### src/rtl/riscv_pipeline_core.sv
// ============================================================================
// Module   : riscv_pipeline_core
// Brief    : Five-stage in-order RV32 integer subset pipeline with forwarding
//            or interlock hazard handling and EX-stage branch resolution.
// Revision : 1.0 - initial release
// ============================================================================
`default_nettype none

module riscv_pipeline_core #(
    parameter logic [31:0] RESET_VECTOR = 32'h00000000,
    parameter int          FORWARD_EN   = 1,
    parameter int          XLEN         = 32
) (
    input  logic            clk,
    input  logic            rst,
    output logic [XLEN-1:0] imem_addr,
    input  logic [31:0]     imem_rdata,
    output logic [XLEN-1:0] dmem_addr,
    output logic [XLEN-1:0] dmem_wdata,
    output logic            dmem_we,
    output logic            dmem_re,
    input  logic [XLEN-1:0] dmem_rdata,
    output logic            retire_valid,
    output logic [4:0]      retire_rd,
    output logic [XLEN-1:0] retire_data
);
    localparam bit       c_FWD      = (FORWARD_EN != 0);
    localparam logic [3:0] c_ALU_ADD = 4'd0, c_ALU_SUB = 4'd1, c_ALU_AND = 4'd2,
                           c_ALU_OR  = 4'd3, c_ALU_XOR = 4'd4, c_ALU_SLT = 4'd5,
                           c_ALU_SLL = 4'd6, c_ALU_SRL = 4'd7, c_ALU_SRA = 4'd8,
                           c_ALU_PASSB = 4'd9;
    localparam logic [6:0] c_OP_R = 7'b0110011, c_OP_I = 7'b0010011, c_OP_LUI = 7'b0110111,
                           c_OP_LW = 7'b0000011, c_OP_SW = 7'b0100011, c_OP_BR = 7'b1100011,
                           c_OP_JAL = 7'b1101111;

    logic [XLEN-1:0] r_regs [32];
    logic [XLEN-1:0] r_pc;
    logic            r_d_valid;
    logic [XLEN-1:0] r_d_pc;
    logic [31:0]     r_d_instr;
    logic            r_e_valid, r_e_src_imm, r_e_we, r_e_lw, r_e_sw, r_e_beq, r_e_bne, r_e_jal;
    logic [4:0]      r_e_rs1, r_e_rs2, r_e_rd;
    logic [3:0]      r_e_alu;
    logic [XLEN-1:0] r_e_pc, r_e_a, r_e_b, r_e_imm;
    logic            r_m_valid, r_m_we, r_m_lw, r_m_sw;
    logic [4:0]      r_m_rd;
    logic [XLEN-1:0] r_m_alu, r_m_store;
    logic            r_w_valid, r_w_we;
    logic [4:0]      r_w_rd;
    logic [XLEN-1:0] r_w_data;

    logic [6:0]      w_op;
    logic [2:0]      w_f3;
    logic [4:0]      w_rs1, w_rs2, w_rd;
    logic [XLEN-1:0] w_imm_i, w_imm_s, w_imm_b, w_imm_u, w_imm_j;
    logic            w_dec_we, w_dec_src_imm, w_dec_lw, w_dec_sw, w_dec_beq, w_dec_bne, w_dec_jal;
    logic            w_use1, w_use2;
    logic [3:0]      w_dec_alu;
    logic [XLEN-1:0] w_dec_imm, w_rs1_val, w_rs2_val;
    logic            w_ex_hit, w_mem_hit, w_stall, w_taken;
    logic [XLEN-1:0] w_a, w_b_fwd, w_b, w_alu, w_ex_res, w_target;

    assign w_op  = r_d_instr[6:0];
    assign w_f3  = r_d_instr[14:12];
    assign w_rd  = r_d_instr[11:7];
    assign w_rs1 = r_d_instr[19:15];
    assign w_rs2 = r_d_instr[24:20];
    assign w_imm_i = XLEN'($signed(r_d_instr[31:20]));
    assign w_imm_s = XLEN'($signed({r_d_instr[31:25], r_d_instr[11:7]}));
    assign w_imm_b = XLEN'($signed({r_d_instr[31], r_d_instr[7], r_d_instr[30:25], r_d_instr[11:8], 1'b0}));
    assign w_imm_u = XLEN'($signed({r_d_instr[31:12], 12'b0}));
    assign w_imm_j = XLEN'($signed({r_d_instr[31], r_d_instr[19:12], r_d_instr[20], r_d_instr[30:21], 1'b0}));

    always_comb begin
        w_dec_we = 1'b0; w_dec_src_imm = 1'b0; w_dec_lw = 1'b0; w_dec_sw = 1'b0;
        w_dec_beq = 1'b0; w_dec_bne = 1'b0; w_dec_jal = 1'b0; w_use1 = 1'b0; w_use2 = 1'b0;
        w_dec_alu = c_ALU_ADD; w_dec_imm = w_imm_i;
        case (w_op)
            c_OP_R, c_OP_I: begin
                w_use1 = 1'b1;
                w_use2 = (w_op == c_OP_R);
                w_dec_src_imm = (w_op == c_OP_I);
                w_dec_we = 1'b1;
                case (w_f3)
                    3'b000:  w_dec_alu = (w_op == c_OP_R && r_d_instr[30]) ? c_ALU_SUB : c_ALU_ADD;
                    3'b001:  w_dec_alu = c_ALU_SLL;
                    3'b010:  w_dec_alu = c_ALU_SLT;
                    3'b100:  w_dec_alu = c_ALU_XOR;
                    3'b101:  w_dec_alu = r_d_instr[30] ? c_ALU_SRA : c_ALU_SRL;
                    3'b110:  w_dec_alu = c_ALU_OR;
                    3'b111:  w_dec_alu = c_ALU_AND;
                    default: w_dec_we = 1'b0;
                endcase
            end
            c_OP_LUI: begin
                w_dec_we = 1'b1; w_dec_src_imm = 1'b1; w_dec_imm = w_imm_u; w_dec_alu = c_ALU_PASSB;
            end
            c_OP_LW: if (w_f3 == 3'b010) begin
                w_use1 = 1'b1; w_dec_we = 1'b1; w_dec_src_imm = 1'b1; w_dec_lw = 1'b1;
            end
            c_OP_SW: if (w_f3 == 3'b010) begin
                w_use1 = 1'b1; w_use2 = 1'b1; w_dec_src_imm = 1'b1; w_dec_sw = 1'b1; w_dec_imm = w_imm_s;
            end
            c_OP_BR: if (w_f3[2:1] == 2'b00) begin
                w_use1 = 1'b1; w_use2 = 1'b1; w_dec_imm = w_imm_b;
                w_dec_beq = ~w_f3[0]; w_dec_bne = w_f3[0];
            end
            c_OP_JAL: begin
                w_dec_we = 1'b1; w_dec_jal = 1'b1; w_dec_imm = w_imm_j;
            end
            default: ;
        endcase
    end

    // WB write-through; x0 is never written so its array entry stays zero.
    assign w_rs1_val = (r_w_valid && r_w_we && r_w_rd == w_rs1) ? r_w_data : r_regs[w_rs1];
    assign w_rs2_val = (r_w_valid && r_w_we && r_w_rd == w_rs2) ? r_w_data : r_regs[w_rs2];

    assign w_ex_hit  = r_e_valid & r_e_we & ((w_use1 & (r_e_rd == w_rs1)) | (w_use2 & (r_e_rd == w_rs2)));
    assign w_mem_hit = r_m_valid & r_m_we & ((w_use1 & (r_m_rd == w_rs1)) | (w_use2 & (r_m_rd == w_rs2)));
    assign w_stall   = r_d_valid & (c_FWD ? (w_ex_hit & r_e_lw) : (w_ex_hit | w_mem_hit));

    assign w_a = (c_FWD && r_m_valid && r_m_we && r_m_rd == r_e_rs1) ? r_m_alu :
                 (c_FWD && r_w_valid && r_w_we && r_w_rd == r_e_rs1) ? r_w_data : r_e_a;
    assign w_b_fwd = (c_FWD && r_m_valid && r_m_we && r_m_rd == r_e_rs2) ? r_m_alu :
                     (c_FWD && r_w_valid && r_w_we && r_w_rd == r_e_rs2) ? r_w_data : r_e_b;
    assign w_b = r_e_src_imm ? r_e_imm : w_b_fwd;

    always_comb begin
        case (r_e_alu)
            c_ALU_ADD:   w_alu = w_a + w_b;
            c_ALU_SUB:   w_alu = w_a - w_b;
            c_ALU_AND:   w_alu = w_a & w_b;
            c_ALU_OR:    w_alu = w_a | w_b;
            c_ALU_XOR:   w_alu = w_a ^ w_b;
            c_ALU_SLT:   w_alu = XLEN'($signed(w_a) < $signed(w_b));
            c_ALU_SLL:   w_alu = w_a << w_b[4:0];
            c_ALU_SRL:   w_alu = w_a >> w_b[4:0];
            c_ALU_SRA:   w_alu = $signed(w_a) >>> w_b[4:0];
            c_ALU_PASSB: w_alu = w_b;
            default:     w_alu = '0;
        endcase
    end

    assign w_taken  = r_e_valid & (r_e_jal | (r_e_beq & (w_a == w_b_fwd)) | (r_e_bne & (w_a != w_b_fwd)));
    assign w_target = r_e_pc + r_e_imm;
    assign w_ex_res = r_e_jal ? (r_e_pc + XLEN'(4)) : w_alu;

    always_ff @(posedge clk) begin
        if (rst) begin
            for (int i = 0; i < 32; i++) r_regs[i] <= '0;
        end else if (r_w_valid && r_w_we) begin
            r_regs[r_w_rd] <= r_w_data;
        end
    end

    always_ff @(posedge clk) begin
        if (rst) begin
            r_pc <= XLEN'(RESET_VECTOR);
            r_d_valid <= 1'b0; r_e_valid <= 1'b0; r_m_valid <= 1'b0; r_w_valid <= 1'b0;
        end else begin
            r_w_valid <= r_m_valid;
            r_w_we    <= r_m_valid & r_m_we;
            r_w_rd    <= r_m_rd;
            r_w_data  <= r_m_lw ? dmem_rdata : r_m_alu;

            r_m_valid <= r_e_valid;
            r_m_we    <= r_e_valid & r_e_we;
            r_m_rd    <= r_e_rd;
            r_m_alu   <= w_ex_res;
            r_m_store <= w_b_fwd;
            r_m_lw    <= r_e_lw;
            r_m_sw    <= r_e_sw;

            // A taken branch wins over a stall: both younger stages are discarded.
            r_e_valid   <= r_d_valid & ~w_stall & ~w_taken;
            r_e_pc      <= r_d_pc;
            r_e_rs1     <= w_rs1;
            r_e_rs2     <= w_rs2;
            r_e_rd      <= w_rd;
            r_e_a       <= w_rs1_val;
            r_e_b       <= w_rs2_val;
            r_e_imm     <= w_dec_imm;
            r_e_alu     <= w_dec_alu;
            r_e_src_imm <= w_dec_src_imm;
            r_e_we      <= w_dec_we & (w_rd != 5'd0);
            r_e_lw      <= w_dec_lw;
            r_e_sw      <= w_dec_sw;
            r_e_beq     <= w_dec_beq;
            r_e_bne     <= w_dec_bne;
            r_e_jal     <= w_dec_jal;

            if (w_taken) begin
                r_pc      <= w_target;
                r_d_valid <= 1'b0;
            end else if (!w_stall) begin
                r_pc      <= r_pc + XLEN'(4);
                r_d_valid <= 1'b1;
                r_d_pc    <= r_pc;
                r_d_instr <= imem_rdata;
            end
        end
    end

    assign imem_addr    = r_pc;
    assign dmem_addr    = r_m_alu;
    assign dmem_wdata   = r_m_store;
    assign dmem_we      = ~rst & r_m_valid & r_m_sw;
    assign dmem_re      = ~rst & r_m_valid & r_m_lw;
    assign retire_valid = ~rst & r_w_valid;
    assign retire_rd    = (~rst & r_w_valid & r_w_we) ? r_w_rd : 5'd0;
    assign retire_data  = (~rst & r_w_valid & r_w_we) ? r_w_data : '0;

endmodule

`default_nettype wire
### config.mk
export PLATFORM = sky130hd
export DESIGN_NAME = riscv_pipeline_core
export DESIGN_NICKNAME = d
export VERILOG_FILES = /design/src/rtl/riscv_pipeline_core.sv
export SDC_FILE = /design/constraint.sdc
export NUM_CORES = 2
export LEC_CHECK = 0
export CAP_MARGIN = 15
export CORE_MARGIN = 5
export CORE_UTILIZATION = 50
export CTS_CLUSTER_DIAMETER = 60
export CTS_CLUSTER_SIZE = 12
export DETAILED_ROUTE_END_ITERATION = 10
export DONT_BUFFER_PORTS = 1
export GPL_TIMING_DRIVEN = 0
export PLACE_DENSITY = 0.68
export SETUP_SLACK_MARGIN = 0.05
export SYNTH_ARGS = -nofsm -noshare
export SYNTH_HDL_FRONTEND = slang
export SYNTH_SLANG_ARGS = --single-unit
### constraint.sdc
create_clock -name clk -period 18.79 [get_ports clk]
set_input_delay 4.6975 -clock clk [delete_from_list [all_inputs] [get_ports clk]]
set_output_delay 4.6975 -clock clk [all_outputs]
set_load 0.05 [all_outputs]
[Word-level counts from Yosys, hierarchy flattened]
Memories as Yosys holds them, arrays and structs flattened. A register that Yosys moved wholly into a read port is not among the register bits.
Index checks and enable logic that the tools add are counted.
Storage, ports and cells
  bits in registers: 300
  latch bits: 0
  RAM bits: 1024
  memory bits (read-only): 0
  input port bits: 66
  output and inout port bits: 136
  word-level logic and storage cells: 154
  memories: 1
Memory list
  r_regs: depth 32, width 32, read ports 2, clocked after memory_dff 2, write ports 32, RTL line 36  | logic [XLEN-1:0] r_regs [32];
Operators by class
  add/sub/neg operators: 5
  multiply operators: 0
  div/mod/pow operators: 0
  $lt $le $gt $ge: 1
  equal/unequal tests: 31
  shift operators: 3
  mux-type cells: 35
  bitwise logic cells: 28
  reduce and logical (&&, ||, !) cells: 21
Operator list (number)
  two-way mux 32 bit: 11
  case mux 32 bit (10 select lines): 1
  case mux 31 bit (4 select lines): 1
  adder 32 x 3 -> 32 bit (second input constant): 2
  adder 32 bit: 2
  AND 32 bit: 1
  == test 32 bit: 1
  less-than comparator 32 bit: 1
  != test 32 bit: 1
  bitwise OR 32 bit: 1
  OR reduction 32 bit: 1
  << shifter 32 x 5 -> 32 bit: 1
  >> shifter 32 x 5 -> 32 bit: 1
  >>> shifter 32 x 5 -> 32 bit: 1
  subtractor 32 bit: 1
  XOR 32 bit: 1
  == test 5 bit: 6
  case mux 4 bit (7 select lines): 1
  == test 7 x 6 -> 1 bit (second input constant): 3
  AND 1 bit: 18
  == test 4 x 3 -> 1 bit (second input constant): 4
  two-way mux 5 bit: 3
  == test 7 bit (second input constant): 2
  == test 3 bit (second input constant): 4
  25 further kinds: 55

[Depth between registers and ports, before layout]
  depth after elaboration: 11
  mapped depth: 25
  gate-level depth less buffers: 20

[Worst setup path before layout]
Ideal clock, no wire load.
  path kind: input to register
  from: input port rst
  to: memory r_regs[0][0] (enable)
  setup time: 0.968 ns
  arrival: 18.742 ns
  required time: 17.822 ns
  path slack: -0.920 ns
  stages on the path: 3
  path buffers: 1
  cells stage by stage: inv_1 -> clkbuf_1 -> o21ai_0
RTL lines
  from (decl): RTL line 15  | input logic rst,
  to (decl): RTL line 36

[Worst setup path after layout]
  from: input port rst
  to: output port retire_data[2]
Between the ends
  longest elaborated chain between the ends: 4
RTL lines
  inverter 1 bit (no source line)
  AND 1 bit (2 in series): RTL line 212  | assign retire_data = (~rst & r_w_valid & r_w_we) ? r_w_data : '0;
  two-way mux 32 bit: RTL line 212
  to (decl): RTL line 25  | output logic [XLEN-1:0] retire_data
No other way between the ends.

==> impl_results.md <==
* Outcome: finished with violations
* Failing checks: capacitance limit
* Vias/cell at 7.15
* CP endpoint kind: output port
* Die width at 415 um
* Top delay family on crit path: simple AND/OR/NAND/NOR gates
* CTS resizes at 0
* Gr ovfl total at 0
* Fin nets at 6804
* Relative slew slack at 0.562%
* Critical Path RT at 14.09 ns
* Levels on crit path at 3
* Flop2flop setup slack at 9.04 ns
* Reg power frac at 45.3%
* Worst Slack Setup Final at 7.29 ns
* Max-Cap Viols at 1
* Area grow syn2layout at 12.2%
* Crit-path cells: nor2_2 > clkbuf_1 > and2_1
* I/O Pins at 202
* Unrepaired setup endpoints after global routing: false
* Post-CTS setup buffer count at 0
* Initial Utilization at 50.3%
* Tot GR Track Use at 43.3%
* DRT antenna net count at 0
* Worst Hold Class: flop to flop
* Chip height at 415 um
* Static leakage at 32.4 nW
* DRT iter0 DRCs at 10081
* Clock Sinks at 1388
* Combinational Power Share at 21.1%
* Crit-path max cell delay at 0.94 ns
* Worst Path Arrival at 6.80 ns
* Finished Core Util at 56.4%
* CTS buffer count at 147
* Filler cells at 13152
* Setup violations, final at 0
* Clock Skew at 0.0478 ns
* Setup CP Type: input port to output port
* Ratio of final minimum period to clock period at 61.2%
* First-pass GRT wire length at 512000 um
* Vias in the first global route at 61371
* Drt total wl at 381000 um
* Largest net degree at the start of global routing at 90
* Full die area at 172000 sq um
* Cell variety after synth at 91
* Layout cells sized above 1 at 17.4%
* Commonest non-fill, non-tap cell in the layout: edfxtp_1
* CP startpoint: rst
* Reg2reg start: r_m_rd[3]
* Placed cell areas at 87100 sq um
* Cell area after synthesis at 81900 sq um
* TritonRoute pass-1 iters at 6
* CP Launch Type: input port
* Setup crit end: retire_data[2]
* Clk slew on worst S/H paths at 0.06 ns
* Final min period at 11.50 ns
* Total power at 8.29 mW
* CTS H-tree lvls at 4
* Mapped Cells at 6299
* DRC viols at 0
* Buffers on Ports at 0
* Ys async rst share at 0%
* Pre-CTS worst setup slack at 7.46 ns
* Cts-stage hold buffer count at 0
* Syn_nets at 6501
* Register area share after synthesis at 50.4%
* HPWL after DPL at 294000 um
* Setup TNS at 0 ns
* FF-to-FF path depth at 25
* Yosys warning total at 0
* RR Endpoint: dmem_addr[31]
* Core area at 163000 sq um
* CTS tree: yes
* Pint at 5.63 mW
* CP Max Fanout at 10
* Switching Power at 2.66 mW
* Synthesized flop and latch total at 1388
* Max Slew Vio Count at 0
* Pwr per Cell Area at 90.3 nW/um^2
* Clk Latency, worst-skew pair at 0.85 ns
* Initial antenna violation count at 43
* Avg Cell Area, Syn at 13.0 sq um
* Root buffer cell: clkbuf_16
* Fin area at 91900 sq um
* Max Clock Freq at 87.0 MHz
* Clock share of power at 33.6%
* Ys flop type: edfxtp_1
* Max rail drop VDD at 0.000102 V
* Fin. Hold Viols at 0
* Number of flops mapped to enable cells by yosys at 1352
* Slew of the pin with the lowest slew margin at 1.49 ns
* Wire per inst at 43.0 um
* Crit path max-delay cell type: clkbuf_1
* Sw frac at 32.1%
* Most frequent cells in the layout: edfxtp_1, and2_1, mux4_2, clkbuf_1, nor2_1
* GPL Wtd Cong at 1.04
* DR vias at 63315
* Crit path buf inv count at 1
* Num rows at 148
* Max Buffers Root-to-Sink at 3
## through the flow
step	std cells	hold WS [ns]
floorplan	6299	0.400
global placement	8474	0.400
detailed placement	8603	0.405
CTS	8804	0.411
global route	8838	0.413
finish	8855	0.410
## synthesized netlist by cell type, types with 9 or more instances
cell type	instances	area (sq um)
a2111oi_0	13	114
a211oi_1	49	368
a21boi_0	13	97.6
a21o_1	53	398
a21oi_1	268	1340
a221o_1	28	280
a221oi_1	51	447
a22oi_1	16	120
a31oi_1	63	394
and2_1	961	6010
and3_1	22	138
buf_1	108	405
buf_2	17	85.1
clkbuf_1	459	1720
clkinv_1	11	41.3
dfxtp_1	36	721
edfxtp_1	1352	40600
ha_1	133	1660
inv_1	119	447
mux2_2	63	709
mux2i_1	164	1640
mux4_2	646	14500
nand2_1	175	657
nand2b_1	10	62.6
nand3_1	128	641
nand4_1	28	175
nor2_1	310	1160
nor2b_1	24	150
nor3_1	216	1080
nor4_1	25	156
o2111ai_1	9	78.8
o211ai_1	29	218
o21a_1	12	90.1
o21ai_0	197	986
o21bai_1	30	225
o221ai_1	44	385
o22ai_1	39	244
o31ai_1	24	180
or2_2	10	62.6
or3_1	14	87.6
xnor2_1	131	1150
xor2_1	51	447
## per-layer routing
| metal | share of wire [%] | vias up | routed length [um] | global-route usage, % |
|---|---|---|---|---|
| li1 | - | 24907 | - | - |
| met1 | 33 | 31705 | 124000 | 49.4 |
| met2 | 46 | 5207 | 174000 | 68.6 |
| met3 | 11 | 1470 | 43700 | 12.8 |
| met4 | 10 | 26 | 38700 | 33.7 |
| met5 | 0.081 | - | 307 | 0.528 |
## flip-flops by register name, indices dropped and copies added (netlist names), 4 cells and up
name	count
r_regs	1024
dmem_addr	32
dmem_wdata	32
imem_addr	32
r_d_instr	32
r_d_pc	32
r_e_a	32
r_e_b	32
r_e_imm	32
r_e_pc	32
r_w_data	32
r_e_rd	5
r_e_rs1	5
r_e_rs2	5
r_m_rd	5
r_w_rd	5
r_e_alu	4
## worst min path at each step
stage | from | to | slack [ns] | cells past startpoint
2_1_floorplan | r_d_pc[0] | r_e_pc[0] | 0.40 | 0
3_3_place_gp | r_d_pc[2] | r_e_pc[2] | 0.40 | 0
3_5_place_dp | r_d_pc[26] | r_e_pc[26] | 0.40 | 0
4_1_cts | r_d_valid | r_e_valid | 0.41 | 2
5_1_grt | r_d_pc[6] | r_e_pc[6] | 0.41 | 0
6_report | r_d_pc[13] | r_e_pc[13] | 0.41 | 0
## layout make-up
cell class	count	area, sq um	share of cell area (%)
diodes	26	65.1	0.0708
clock buffers	162	3780	4.11
well taps	2175	2720	2.96
plain buffers	591	2300	2.50
repair buffers	154	2420	2.64
inverters	130	488	0.531
flip-flops and latches	1388	41300	45.0
multi-input cells	4190	38300	41.6
clock inverters	39	515	0.561
## cells by family (layout without fill, tap and decap cells)
family	Yosys count	in the layout	share of synthesized area, %
xor+xnor	182	182	1.95
simple gates	1964	1964	13.1
compound gates	1034	1034	8.34
fa+ha+maj	136	136	2.11
other cells	0	26	0
buf+inv	721	1076	3.38
flops	1388	1388	50.4
mux	874	874	20.7
## power by group through the flow
stage	registers (mW)	logic, mW	clock network [mW]
after floorplan	3.75	0.945	0
after global placement	3.84	1.60	0
after detailed placement	3.81	1.66	0
after CTS	3.75	1.66	2.78
after global routing	3.76	1.78	2.90
final	3.75	1.75	2.79
No activity file was read; power rests on OpenSTA's default activity.
